$ cat config.mk
export PLATFORM = sky130hd
export DESIGN_NAME = float_sqrt_prep
export DESIGN_NICKNAME = d
export VERILOG_FILES = /design/src/rtl/float_sqrt_prep.sv
export SDC_FILE = /design/constraint.sdc
export NUM_CORES = 1
export LEC_CHECK = 0
export ABC_AREA = 1
export CORE_MARGIN = 2
export CORE_UTILIZATION = 56
export CTS_CLUSTER_DIAMETER = 120
export DETAILED_ROUTE_END_ITERATION = 16
export PLACE_DENSITY = 0.81
export SYNTH_ARGS = -nofsm -noshare
export SYNTH_HDL_FRONTEND = slang
export SYNTH_SLANG_ARGS = --single-unit
$ cat constraint.sdc
create_clock -name clk -period 8.8 [get_ports clk]
set_input_delay 0.88 -clock clk [delete_from_list [all_inputs] [get_ports clk]]
set_output_delay 0.88 -clock clk [all_outputs]
set_load 0.01 [all_outputs]
$ cat src/rtl/float_sqrt_prep.sv
// rtl/float_sqrt_prep.sv - sqrt operand preparation: delayed capture, special classification, normalisation.
// Four register stages: capture/decode, normalise, halve/align, output hold.
module float_sqrt_prep #(
    parameter int DATA_W = 32
) (
    input  logic              clk,
    input  logic              rst,
    input  logic              run,
    input  logic [DATA_W-1:0] in0,
    input  logic [DATA_W-1:0] delay0,
    output logic              valid_out,
    output logic              special_out,
    output logic [31:0]       special_val,
    output logic              invalid_out,
    output logic [7:0]        exp_out,
    output logic [24:0]       mant_out
);

    localparam logic [31:0] QNAN = 32'h7FC0_0000;
    localparam logic [31:0] PINF = 32'h7F80_0000;

    logic [DATA_W-1:0] cnt_q, cnt_d;
    logic              armed_q, armed_d;
    logic              sample;

    // stage 1: captured operand and class flags
    logic        s1_v_q, s1_sign_q, s1_zero_q, s1_den_q, s1_inf_q, s1_nan_q;
    logic [7:0]  s1_exp_q;
    logic [22:0] s1_frac_q;

    // stage 2: normalised significand, unbiased exponent, special result
    logic               s2_v_q, s2_spec_q, s2_inv_q;
    logic [23:0]        s2_sig_q;
    logic signed [9:0]  s2_e_q;
    logic [31:0]        s2_val_q;

    // stage 3: radicand and halved exponent
    logic        s3_v_q, s3_spec_q, s3_inv_q;
    logic [31:0] s3_val_q;
    logic [7:0]  s3_exp_q;
    logic [24:0] s3_mant_q;

    logic        out_v_q, out_spec_q, out_inv_q;
    logic [31:0] out_val_q;
    logic [7:0]  out_exp_q;
    logic [24:0] out_mant_q;

    // A sample and a fresh run in the same cycle both take effect.
    always_comb begin
        cnt_d   = cnt_q;
        armed_d = armed_q;
        sample  = armed_q && (cnt_q == '0);
        if (armed_q) begin
            if (cnt_q == '0) armed_d = 1'b0;
            else             cnt_d   = cnt_q - DATA_W'(1);
        end
        if (run) begin
            cnt_d   = delay0;
            armed_d = 1'b1;
        end
    end

    always_ff @(posedge clk or posedge rst) begin
        if (rst) begin
            cnt_q   <= '0;
            armed_q <= 1'b0;
        end else begin
            cnt_q   <= cnt_d;
            armed_q <= armed_d;
        end
    end

    always_ff @(posedge clk or posedge rst) begin
        if (rst) begin
            s1_v_q    <= 1'b0;
            s1_sign_q <= 1'b0;
            s1_zero_q <= 1'b0;
            s1_den_q  <= 1'b0;
            s1_inf_q  <= 1'b0;
            s1_nan_q  <= 1'b0;
            s1_exp_q  <= '0;
            s1_frac_q <= '0;
        end else begin
            s1_v_q <= sample;
            if (sample) begin
                s1_sign_q <= in0[31];
                s1_exp_q  <= in0[30:23];
                s1_frac_q <= in0[22:0];
                s1_zero_q <= (in0[30:23] == 8'd0)   && (in0[22:0] == '0);
                s1_den_q  <= (in0[30:23] == 8'd0)   && (in0[22:0] != '0);
                s1_inf_q  <= (in0[30:23] == 8'd255) && (in0[22:0] == '0);
                s1_nan_q  <= (in0[30:23] == 8'd255) && (in0[22:0] != '0);
            end
        end
    end

    logic [4:0]        lod_k;
    logic [23:0]       sig_d;
    logic signed [9:0] e_d;
    logic              spec_d, inv_d;
    logic [31:0]       val_d;

    always_comb begin
        lod_k = 5'd0;
        for (int i = 0; i < 23; i++) begin
            if (s1_frac_q[i]) lod_k = 5'(i);
        end
        if (s1_den_q) begin
            sig_d = 24'(s1_frac_q) << (5'd23 - lod_k);
            e_d   = $signed({5'd0, lod_k}) - 10'sd149;
        end else begin
            sig_d = {1'b1, s1_frac_q};
            e_d   = $signed({2'd0, s1_exp_q}) - 10'sd127;
        end
        spec_d = s1_nan_q || s1_zero_q || s1_inf_q || s1_sign_q;
        inv_d  = 1'b0;
        val_d  = '0;
        if (s1_nan_q) begin
            val_d = QNAN;
            inv_d = 1'b1;
        end else if (s1_zero_q) begin
            val_d = {s1_sign_q, 31'd0};
        end else if (s1_sign_q) begin
            val_d = QNAN;
            inv_d = 1'b1;
        end else if (s1_inf_q) begin
            val_d = PINF;
        end
    end

    always_ff @(posedge clk or posedge rst) begin
        if (rst) begin
            s2_v_q    <= 1'b0;
            s2_spec_q <= 1'b0;
            s2_inv_q  <= 1'b0;
            s2_sig_q  <= '0;
            s2_e_q    <= '0;
            s2_val_q  <= '0;
        end else begin
            s2_v_q <= s1_v_q;
            if (s1_v_q) begin
                s2_spec_q <= spec_d;
                s2_inv_q  <= inv_d;
                s2_sig_q  <= sig_d;
                s2_e_q    <= e_d;
                s2_val_q  <= val_d;
            end
        end
    end

    // Arithmetic shift gives floor(e/2) for both parities.
    logic signed [9:0] half_e;
    logic signed [9:0] bexp;
    assign half_e = s2_e_q >>> 1;
    assign bexp   = half_e + 10'sd127;

    always_ff @(posedge clk or posedge rst) begin
        if (rst) begin
            s3_v_q    <= 1'b0;
            s3_spec_q <= 1'b0;
            s3_inv_q  <= 1'b0;
            s3_val_q  <= '0;
            s3_exp_q  <= '0;
            s3_mant_q <= '0;
        end else begin
            s3_v_q <= s2_v_q;
            if (s2_v_q) begin
                s3_spec_q <= s2_spec_q;
                s3_inv_q  <= s2_inv_q;
                s3_val_q  <= s2_val_q;
                if (s2_spec_q) begin
                    s3_exp_q  <= '0;
                    s3_mant_q <= '0;
                end else begin
                    s3_exp_q  <= bexp[7:0];
                    s3_mant_q <= s2_e_q[0] ? {s2_sig_q, 1'b0} : {1'b0, s2_sig_q};
                end
            end
        end
    end

    always_ff @(posedge clk or posedge rst) begin
        if (rst) begin
            out_v_q    <= 1'b0;
            out_spec_q <= 1'b0;
            out_inv_q  <= 1'b0;
            out_val_q  <= '0;
            out_exp_q  <= '0;
            out_mant_q <= '0;
        end else begin
            out_v_q <= s3_v_q;
            if (s3_v_q) begin
                out_spec_q <= s3_spec_q;
                out_inv_q  <= s3_inv_q;
                out_val_q  <= s3_val_q;
                out_exp_q  <= s3_exp_q;
                out_mant_q <= s3_mant_q;
            end
        end
    end

    assign valid_out   = out_v_q;
    assign special_out = out_spec_q;
    assign invalid_out = out_inv_q;
    assign special_val = out_val_q;
    assign exp_out     = out_exp_q;
    assign mant_out    = out_mant_q;

endmodule

==> flow_results.xml <==
<?xml version="1.0" encoding="UTF-8"?>
<metrics>
  <group name="outcome">
    <metric name="run_status" unit="">finished clean</metric>
  </group>
  <group name="route">
    <metric name="drt-wirelength-per-cell" unit="um">15.82</metric>
    <metric name="ant_nets" unit="">0</metric>
    <metric name="dr_vias" unit="">9184</metric>
    <metric name="detailedRoute.firstIterationViolations" unit="">952</metric>
    <metric name="wirelength" unit="um">25850</metric>
    <metric name="detail_route.drc_violations" unit="">0</metric>
    <metric name="post_drt_via_cell_ratio" unit="">5.621</metric>
    <metric name="drtPass1Iterations" unit="">5</metric>
  </group>
  <group name="logic_synthesis">
    <metric name="synth-edff-count" unit="">0</metric>
    <metric name="synth_xor_xnor_area_share" unit="">0.01378</metric>
    <metric name="synth_area_per_cell" unit="um^2">7.652</metric>
    <metric name="main_combinational_cell_family_by_area_after_synthesis" unit="">simple AND/OR/NAND/NOR gates</metric>
    <metric name="seq_area_frac_synth" unit="">0.4528</metric>
    <metric name="muxShareOfSynthArea" unit="">0.004429</metric>
    <metric name="synth_simple_gate_area_share" unit="">0.2372</metric>
    <metric name="synth_cell_type_count" unit="">51</metric>
    <metric name="synthesis.instances" unit="">1329</metric>
    <metric name="count_of_warnings_emitted_by_yosys" unit="">0</metric>
    <metric name="async_flop_share" unit="">1.000</metric>
    <metric name="netlist_area" unit="um^2">10170</metric>
    <metric name="synth_top_flop_cell" unit="">sky130_fd_sc_hd__dfrtp_1</metric>
    <metric name="synth-seq-cells" unit="">184</metric>
    <metric name="synth_compound_area_frac" unit="">0.1689</metric>
    <metric name="synth_fa_ha_area_frac" unit="">0.007382</metric>
  </group>
  <group name="run">
    <metric name="max_capacitance_violation_count" unit="">0</metric>
  </group>
  <group name="power">
    <metric name="worst_ir_drop_vdd" unit="uV">150.9</metric>
    <metric name="power-per-cell-area" unit="nW/um^2">148.2</metric>
    <metric name="standby_leakage_power" unit="nW">5.578</metric>
  </group>
  <group name="min_path">
    <metric name="hold_class" unit="">reg2reg</metric>
    <metric name="hold_path.startpoint" unit="">s2_e_q[1]</metric>
    <metric name="holdPathEnd" unit="">s3_exp_q[0]</metric>
    <metric name="timing.hold.worst_path_depth" unit="">1</metric>
  </group>
  <group name="floorplan">
    <metric name="die-width" unit="um">138.8</metric>
    <metric name="number_of_rows_in_the_core_area" unit="">49</metric>
    <metric name="boundaryPins" unit="">135</metric>
    <metric name="initial_core_util" unit="">0.5681</metric>
    <metric name="floorplan.die_area" unit="um^2">19250</metric>
    <metric name="floorplan.core_area" unit="um^2">17900</metric>
    <metric name="die_h" unit="um">138.8</metric>
  </group>
  <group name="worst_setup_path">
    <metric name="timing.critical_path.slowest_stage_cell" unit="">sky130_fd_sc_hd__nand2_1</metric>
    <metric name="cp_cell_sequence" unit="">inv_1, o211ai_1, nand3_1, nand3_1, nand3_1, nand3_1, nand3_1, nand3_1, nand3_1, nand3_1, nand2_1, inv_1, ha_1, nor2_1, a21oi_1, a32oi_1, o21ai_0</metric>
    <metric name="setup_cp_type" unit="">reg2reg</metric>
    <metric name="setup.worst_path.end_class" unit="">flop</metric>
    <metric name="reg2reg_depth" unit="">17</metric>
    <metric name="startpoint_of_the_worst_register_to_register_path" unit="">s1_frac_q[4]</metric>
    <metric name="critical_path.startpoint_type" unit="">flop</metric>
    <metric name="timing.critical_path.required" unit="ns">9.09</metric>
    <metric name="critical_path.max_fanout" unit="">24</metric>
    <metric name="critical_path.reg2reg.endpoint" unit="">s2_e_q[6]</metric>
    <metric name="path_common_cell" unit="">sky130_fd_sc_hd__nand3_1</metric>
    <metric name="worst_r2r_setup_slack" unit="ns">5.05</metric>
    <metric name="data_arrival_time_of_the_worst_path" unit="ns">4.05</metric>
    <metric name="max_stage_delay" unit="ns">0.63</metric>
  </group>
  <group name="global_routing">
    <metric name="grt_util_all_layers" unit="">0.2671</metric>
    <metric name="grt_max_degree" unit="">103</metric>
    <metric name="grt_antenna_before_repair" unit="">0</metric>
    <metric name="grt_overflow" unit="">0</metric>
    <metric name="first_global_vias" unit="">8244</metric>
    <metric name="grt_pass1_wl" unit="um">42260</metric>
  </group>
  <group name="sta">
    <metric name="timing.slew.headroom" unit="">0.2116</metric>
    <metric name="worst-slew-pin-transition" unit="ns">1.176</metric>
    <metric name="timing.clock.skew" unit="ns">0.007640</metric>
    <metric name="finalWorstSetupSlack" unit="ns">5.045</metric>
    <metric name="grt_setup_unrepaired" unit="">no</metric>
    <metric name="max_freq" unit="MHz">266.3</metric>
    <metric name="final_min_period_over_clock_period" unit="">0.4267</metric>
    <metric name="report.final.setup_viol" unit="">0</metric>
    <metric name="timing.setup.tns" unit="ns">0</metric>
    <metric name="hold_violations" unit="">0</metric>
    <metric name="period_minus_slack" unit="ns">3.755</metric>
    <metric name="slew_violations" unit="">0</metric>
  </group>
  <group name="clock_tree">
    <metric name="clk_transition_reported_paths" unit="ns">0.07</metric>
    <metric name="cts-htree-levels" unit="">4</metric>
    <metric name="clk_latency" unit="ns">0.43</metric>
    <metric name="cts_resized" unit="">0</metric>
    <metric name="postCtsSetupRepairBufs" unit="">0</metric>
    <metric name="cts.sinks" unit="">184</metric>
    <metric name="cts_tree" unit="">yes</metric>
    <metric name="cts_hold_buf" unit="">0</metric>
    <metric name="cts-root-buf" unit="">sky130_fd_sc_hd__clkbuf_16</metric>
    <metric name="clk_path_buf_depth" unit="">2</metric>
    <metric name="numCtsBuffers" unit="">17</metric>
  </group>
  <group name="final_layout">
    <metric name="layout-drive-gt1-share" unit="">0.05623</metric>
    <metric name="area_delta_synth_final" unit="%">15.72</metric>
    <metric name="design_area" unit="um^2">11770</metric>
    <metric name="insertedDiodeCount" unit="">0</metric>
    <metric name="finish.net_count" unit="">1466</metric>
    <metric name="finalCoreUtilization" unit="">0.6574</metric>
  </group>
  <group name="place">
    <metric name="gp_routability_congestion" unit="">0.9725</metric>
    <metric name="buffer_ports.inserted" unit="">112</metric>
    <metric name="postPlaceCellArea" unit="um^2">11190</metric>
    <metric name="dp_slack" unit="ns">5.151</metric>
    <metric name="place_hpwl" unit="um">18540</metric>
  </group>
</metrics>
## cell usage in the layout, fill, tap and decap left out, types with 6 or more instances in the layout
| cell | count |
|---|---|
| sky130_fd_sc_hd__nand4_1 | 21 |
| sky130_fd_sc_hd__nor3_1 | 11 |
| sky130_fd_sc_hd__inv_2 | 9 |
| sky130_fd_sc_hd__o211ai_1 | 7 |
| sky130_fd_sc_hd__nor4_1 | 12 |
| sky130_fd_sc_hd__o21ai_1 | 6 |
| sky130_fd_sc_hd__dfrtp_1 | 183 |
| sky130_fd_sc_hd__o22ai_1 | 21 |
| sky130_fd_sc_hd__nand3_1 | 125 |
| sky130_fd_sc_hd__conb_1 | 22 |
| sky130_fd_sc_hd__a22oi_1 | 7 |
| sky130_fd_sc_hd__a21oi_1 | 104 |
| sky130_fd_sc_hd__o21ai_0 | 137 |
| sky130_fd_sc_hd__nand2_1 | 218 |
| sky130_fd_sc_hd__a31oi_1 | 10 |
| sky130_fd_sc_hd__xor2_1 | 14 |
| sky130_fd_sc_hd__clkbuf_16 | 17 |
| sky130_fd_sc_hd__nor2_1 | 120 |
| sky130_fd_sc_hd__clkdlybuf4s50_1 | 112 |
| sky130_fd_sc_hd__ha_1 | 6 |
| sky130_fd_sc_hd__inv_1 | 166 |
## worst max-delay path: cells and delay by family (launching register included)
family,cells,cell delay [ns]
compound gates,4,0.53
buf+inv,2,0.79
flops,1,0.46
fa+ha+maj,1,0.40
simple gates,10,1.43
## Yosys cell counts (7+ instances only)
library cell | number | area, um^2
sky130_fd_sc_hd__nor4_1 | 12 | 75.07
sky130_fd_sc_hd__clkbuf_1 | 42 | 157.7
sky130_fd_sc_hd__inv_2 | 9 | 33.78
sky130_fd_sc_hd__o22ai_1 | 21 | 131.4
sky130_fd_sc_hd__nand2_1 | 218 | 818.3
sky130_fd_sc_hd__dfrtp_1 | 184 | 4604
sky130_fd_sc_hd__nand4_1 | 21 | 131.4
sky130_fd_sc_hd__nor3_1 | 11 | 55.05
sky130_fd_sc_hd__nor2_1 | 120 | 450.4
sky130_fd_sc_hd__a31oi_1 | 10 | 62.56
sky130_fd_sc_hd__a21oi_1 | 104 | 520.5
sky130_fd_sc_hd__nand3_1 | 125 | 625.6
sky130_fd_sc_hd__o21ai_0 | 137 | 685.7
sky130_fd_sc_hd__inv_1 | 167 | 626.9
sky130_fd_sc_hd__buf_4 | 30 | 225.2
sky130_fd_sc_hd__xor2_1 | 14 | 122.6
sky130_fd_sc_hd__o211ai_1 | 7 | 52.55
sky130_fd_sc_hd__a22oi_1 | 7 | 52.55
sky130_fd_sc_hd__buf_2 | 14 | 70.07
## layout make-up
class,instances,area [um^2]
clock buffers,19,432.9
clock inverters,12,141.4
fillers,1591,6133
inverters,179,678.2
multi-input cells,895,4473
flip-flops and latches,184,4606
well taps,229,286.5
repair buffers,116,1151
## layer usage
layer	global-route usage	routed length, um	up-vias
li1	-	-	4491
met1	0.4311	12590	4278
met3	0.03349	1782	36
met2	0.3855	11150	379
met4	0.06007	328	0
met5	0	0	-
## registers in the layout (all words and copies together) (netlist names), 3 cells and up
| signal | flops |
|---|---|
| cnt_q | 32 |
| mant_out | 25 |
| exp_out | 8 |
| s1_exp_q | 8 |
| s3_exp_q | 8 |
| s2_val_q | 3 |
| s3_val_q | 3 |
| s2_e_q | 9 |
| s1_frac_q | 23 |
| special_val | 3 |
| s2_sig_q | 24 |
| s3_mant_q | 25 |
## cells by family after synthesis
group | after synthesis
adder cells (fa/ha/maj) | 6
flip-flops | 184
AND/OR/NAND/NOR | 535
buffers and inverters | 271
XOR/XNOR | 16
AO/OA/AOI/OAI | 312
other | 1
multiplexers | 4
## report_power, final
part | internal [mW] | switching (mW) | total (mW)
combinational | 0.0461 | 0.0592 | 0.105
sequential | 0.860 | 0.0188 | 0.879
clock | 0.422 | 0.338 | 0.760
total | 1.33 | 0.416 | 1.74
## through the flow
stage	hold slack, ns	cells	total power, mW
detailed placement	0.4750	1603	0.9999
finish	0.4802	1634	1.744
floorplan	0.3519	1350	0.9574
global route	0.5004	1634	1.800
global placement	0.4662	1603	0.9970
CTS	0.4763	1634	1.749
## worst max path at each step
stage           endpoint         start  depth (start not counted)  slack, ns
6_report       s2_e_q[6]  s1_frac_q[4]                         17       5.05
2_1_floorplan    armed_q           rst                          1       2.92
3_3_place_gp   s2_e_q[6]  s1_frac_q[4]                         17       5.21
4_1_cts        s2_e_q[6]  s1_frac_q[4]                         17       5.13
3_5_place_dp   s2_e_q[6]  s1_frac_q[4]                         17       5.15
5_1_grt        s2_e_q[6]  s1_frac_q[4]                         17       4.75
Power figures use the tool's default switching activity.
==> patch (same flow settings) <==
Change the parameter `DATA_W` from 32 to 40.
--- a/src/rtl/float_sqrt_prep.sv
+++ b/src/rtl/float_sqrt_prep.sv
@@ -3,3 +3,3 @@
 module float_sqrt_prep #(
-    parameter int DATA_W = 32
+    parameter int DATA_W = 40
 ) (
Ports: changed (resized delay0 and in0); port bits go from 135 to 151. No check against the original RTL was run, so the function may have changed too.
==> patch against the original RTL <==
Total power increased by 3.2%; routed wire length decreased by 0.81%; non-clock buffer count increased by 11; largest power group unchanged; final cell count increased by 3.1%; worst setup slack got worse by 0.19 ns; area after synthesis increased by 3.1%; sequential cell count increased by 8; synthesized cell count increased by 2.6%; design area increased by 3.9%.
==> patch: results (changes against the original RTL) <==
| Metric | Value |
|---|---|
| Run status | `completed (unchanged)` |
| Worst rel slew slack | `0.280 (was 0.212)` |
| Syn_area_per_cell | `7.69 sq um (was 7.65 sq um)` |
| Post-CTS sizing | `0 (unchanged)` |
| Fillcell total | `1,619 (was 1,591)` |
| Drt wl/cell | `15.2 um (was 15.8 um)` |
| Top cells by area, synth | `dfrtp_1, nand2_1, nand3_1 (was dfrtp_1, nand2_1, o21ai_0)` |
| Starting DRC count in detailed routing | `973 (was 952)` |
| Non-clock buffer share | `0.103 (was 0.0978)` |
| Met3 routed WL | `1.70 mm (was 1.78 mm)` |
| Combinational power | `0.000121 W (was 0.000105 W)` |
| Post-Place Setup Slack | `4.97 ns (was 5.15 ns)` |
| Met3 GRT Util | `0.0326 (was 0.0335)` |
| Total Wirelength | `25.6 mm (was 25.8 mm)` |
| First-pass GRT wire length | `43.1 mm (was 42.3 mm)` |
| Inverters | `174 (was 179)` |
| Nets | `1,527 (was 1,466)` |
| Number of flip-flops in the largest register | `40 (was 32)` |
| Post-DP HPWL | `18.1 mm (was 18.5 mm)` |
| Power per cell area | `147 nW/um^2 (was 148 nW/um^2)` |
| Post-DP Area | `11,700 sq um (was 11,200 sq um)` |
| GP Congestion | `0.932 (was 0.973)` |
| Pint | `0.00133 W (about the same)` |
| Pleak | `5.83 nW (was 5.58 nW)` |
| Placed insts | `1,653 (was 1,603)` |
| Via/cell ratio | `5.58 (was 5.62)` |
| Clock Buffer Count | `18 (was 19)` |
| CP Data Arrival Time | `4.31 ns (was 4.05 ns)` |
| Area grow syn2layout | `16.6% (was 15.7%)` |
| TritonCTS Sinks | `192 (was 184)` |
| Vias in the first global route | `8,659 (was 8,244)` |
| WL met2 | `11.4 mm (was 11.1 mm)` |
| Largest net degree at the start of global routing | `108 (was 103)` |
| Clock share of power | `0.422 (was 0.436)` |
| Met1 Use GR | `0.404 (was 0.431)` |
| Share of cells above drive strength 1 | `0.0489 (was 0.0562)` |
| Worst Clk Skew | `0.0115 ns (was 0.00764 ns)` |
| Seq area share | `0.393 (was 0.391)` |
| Post-synth top cells | `nand2_1, dfrtp_1, inv_1, nor2_1, nand3_1 (was nand2_1, dfrtp_1, inv_1, o21ai_0, nand3_1)` |
| Yosys top cell area share | `0.458 (was 0.453)` |
| R2R depth | `27 (was 17)` |
| Port bufs | `120 (was 112)` |
| Gr usage total | `0.267 (about the same)` |
-- patch: cell count changes after synthesis, moves of 10 or more --
cell / change
nor2_1: +31
xor2_1: +10
o21ai_0: -33
clkbuf_1: +11
o21ai_1: +11
a21oi_1: +22
-- patch: path summary, 6_finish.rpt --
| path | slack, ns | endpoint | from |
|---|---|---|---|
| hold / removal | 0.48 | s3_exp_q[0] | s2_e_q[1] |
| setup / recovery | 4.86 | s2_sig_q[20] | s1_frac_q[3] |
| setup reg to reg | 4.86 | s2_sig_q[20] | s1_frac_q[3] |
| hold reg to reg | 0.48 | s3_exp_q[0] | s2_e_q[1] |
| max in group asynchronous | 6.24 | cnt_q[29] | rst |
| min in group asynchronous | 0.96 | valid_out | rst |
-- patch: worst max-delay path, stage by stage, from the launching register on --
cell and delay (ns):
dfrtp_1 0.41, inv_1 0.15, nand2_1 0.07, nand2_1 0.06, nand2_1 0.05, nand2_1 0.06
nand2_1 0.07, nand2_1 0.06, nand2_1 0.04, nand2_1 0.05, nand2_1 0.05, nand2_1 0.06
nand2_1 0.06, nand2_1 0.05, nand2_1 0.05, nand2_1 0.05, nand2_1 0.04, nand2_1 0.05
nand2_1 0.04, nand2_1 0.50, nand2_1 0.71, nand2_1 0.30, nand3_1 0.12, nand3_1 0.12
nand3_1 0.17, a21oi_1 0.23, nand2_1 0.08, a21oi_1 0.12
-- patch: cell families (layout without fill, tap and decap cells) --
logic type	Yosys count	count (layout)	synth area share
flops	192	192	0.458
xor+xnor	31	31	0.0259
compound gates	315	315	0.165
mux	2	2	0.00215
fa+ha+maj	6	6	0.00716
simple gates	550	550	0.235
buf+inv	266	333	0.107
other cells	1	22	0.000358
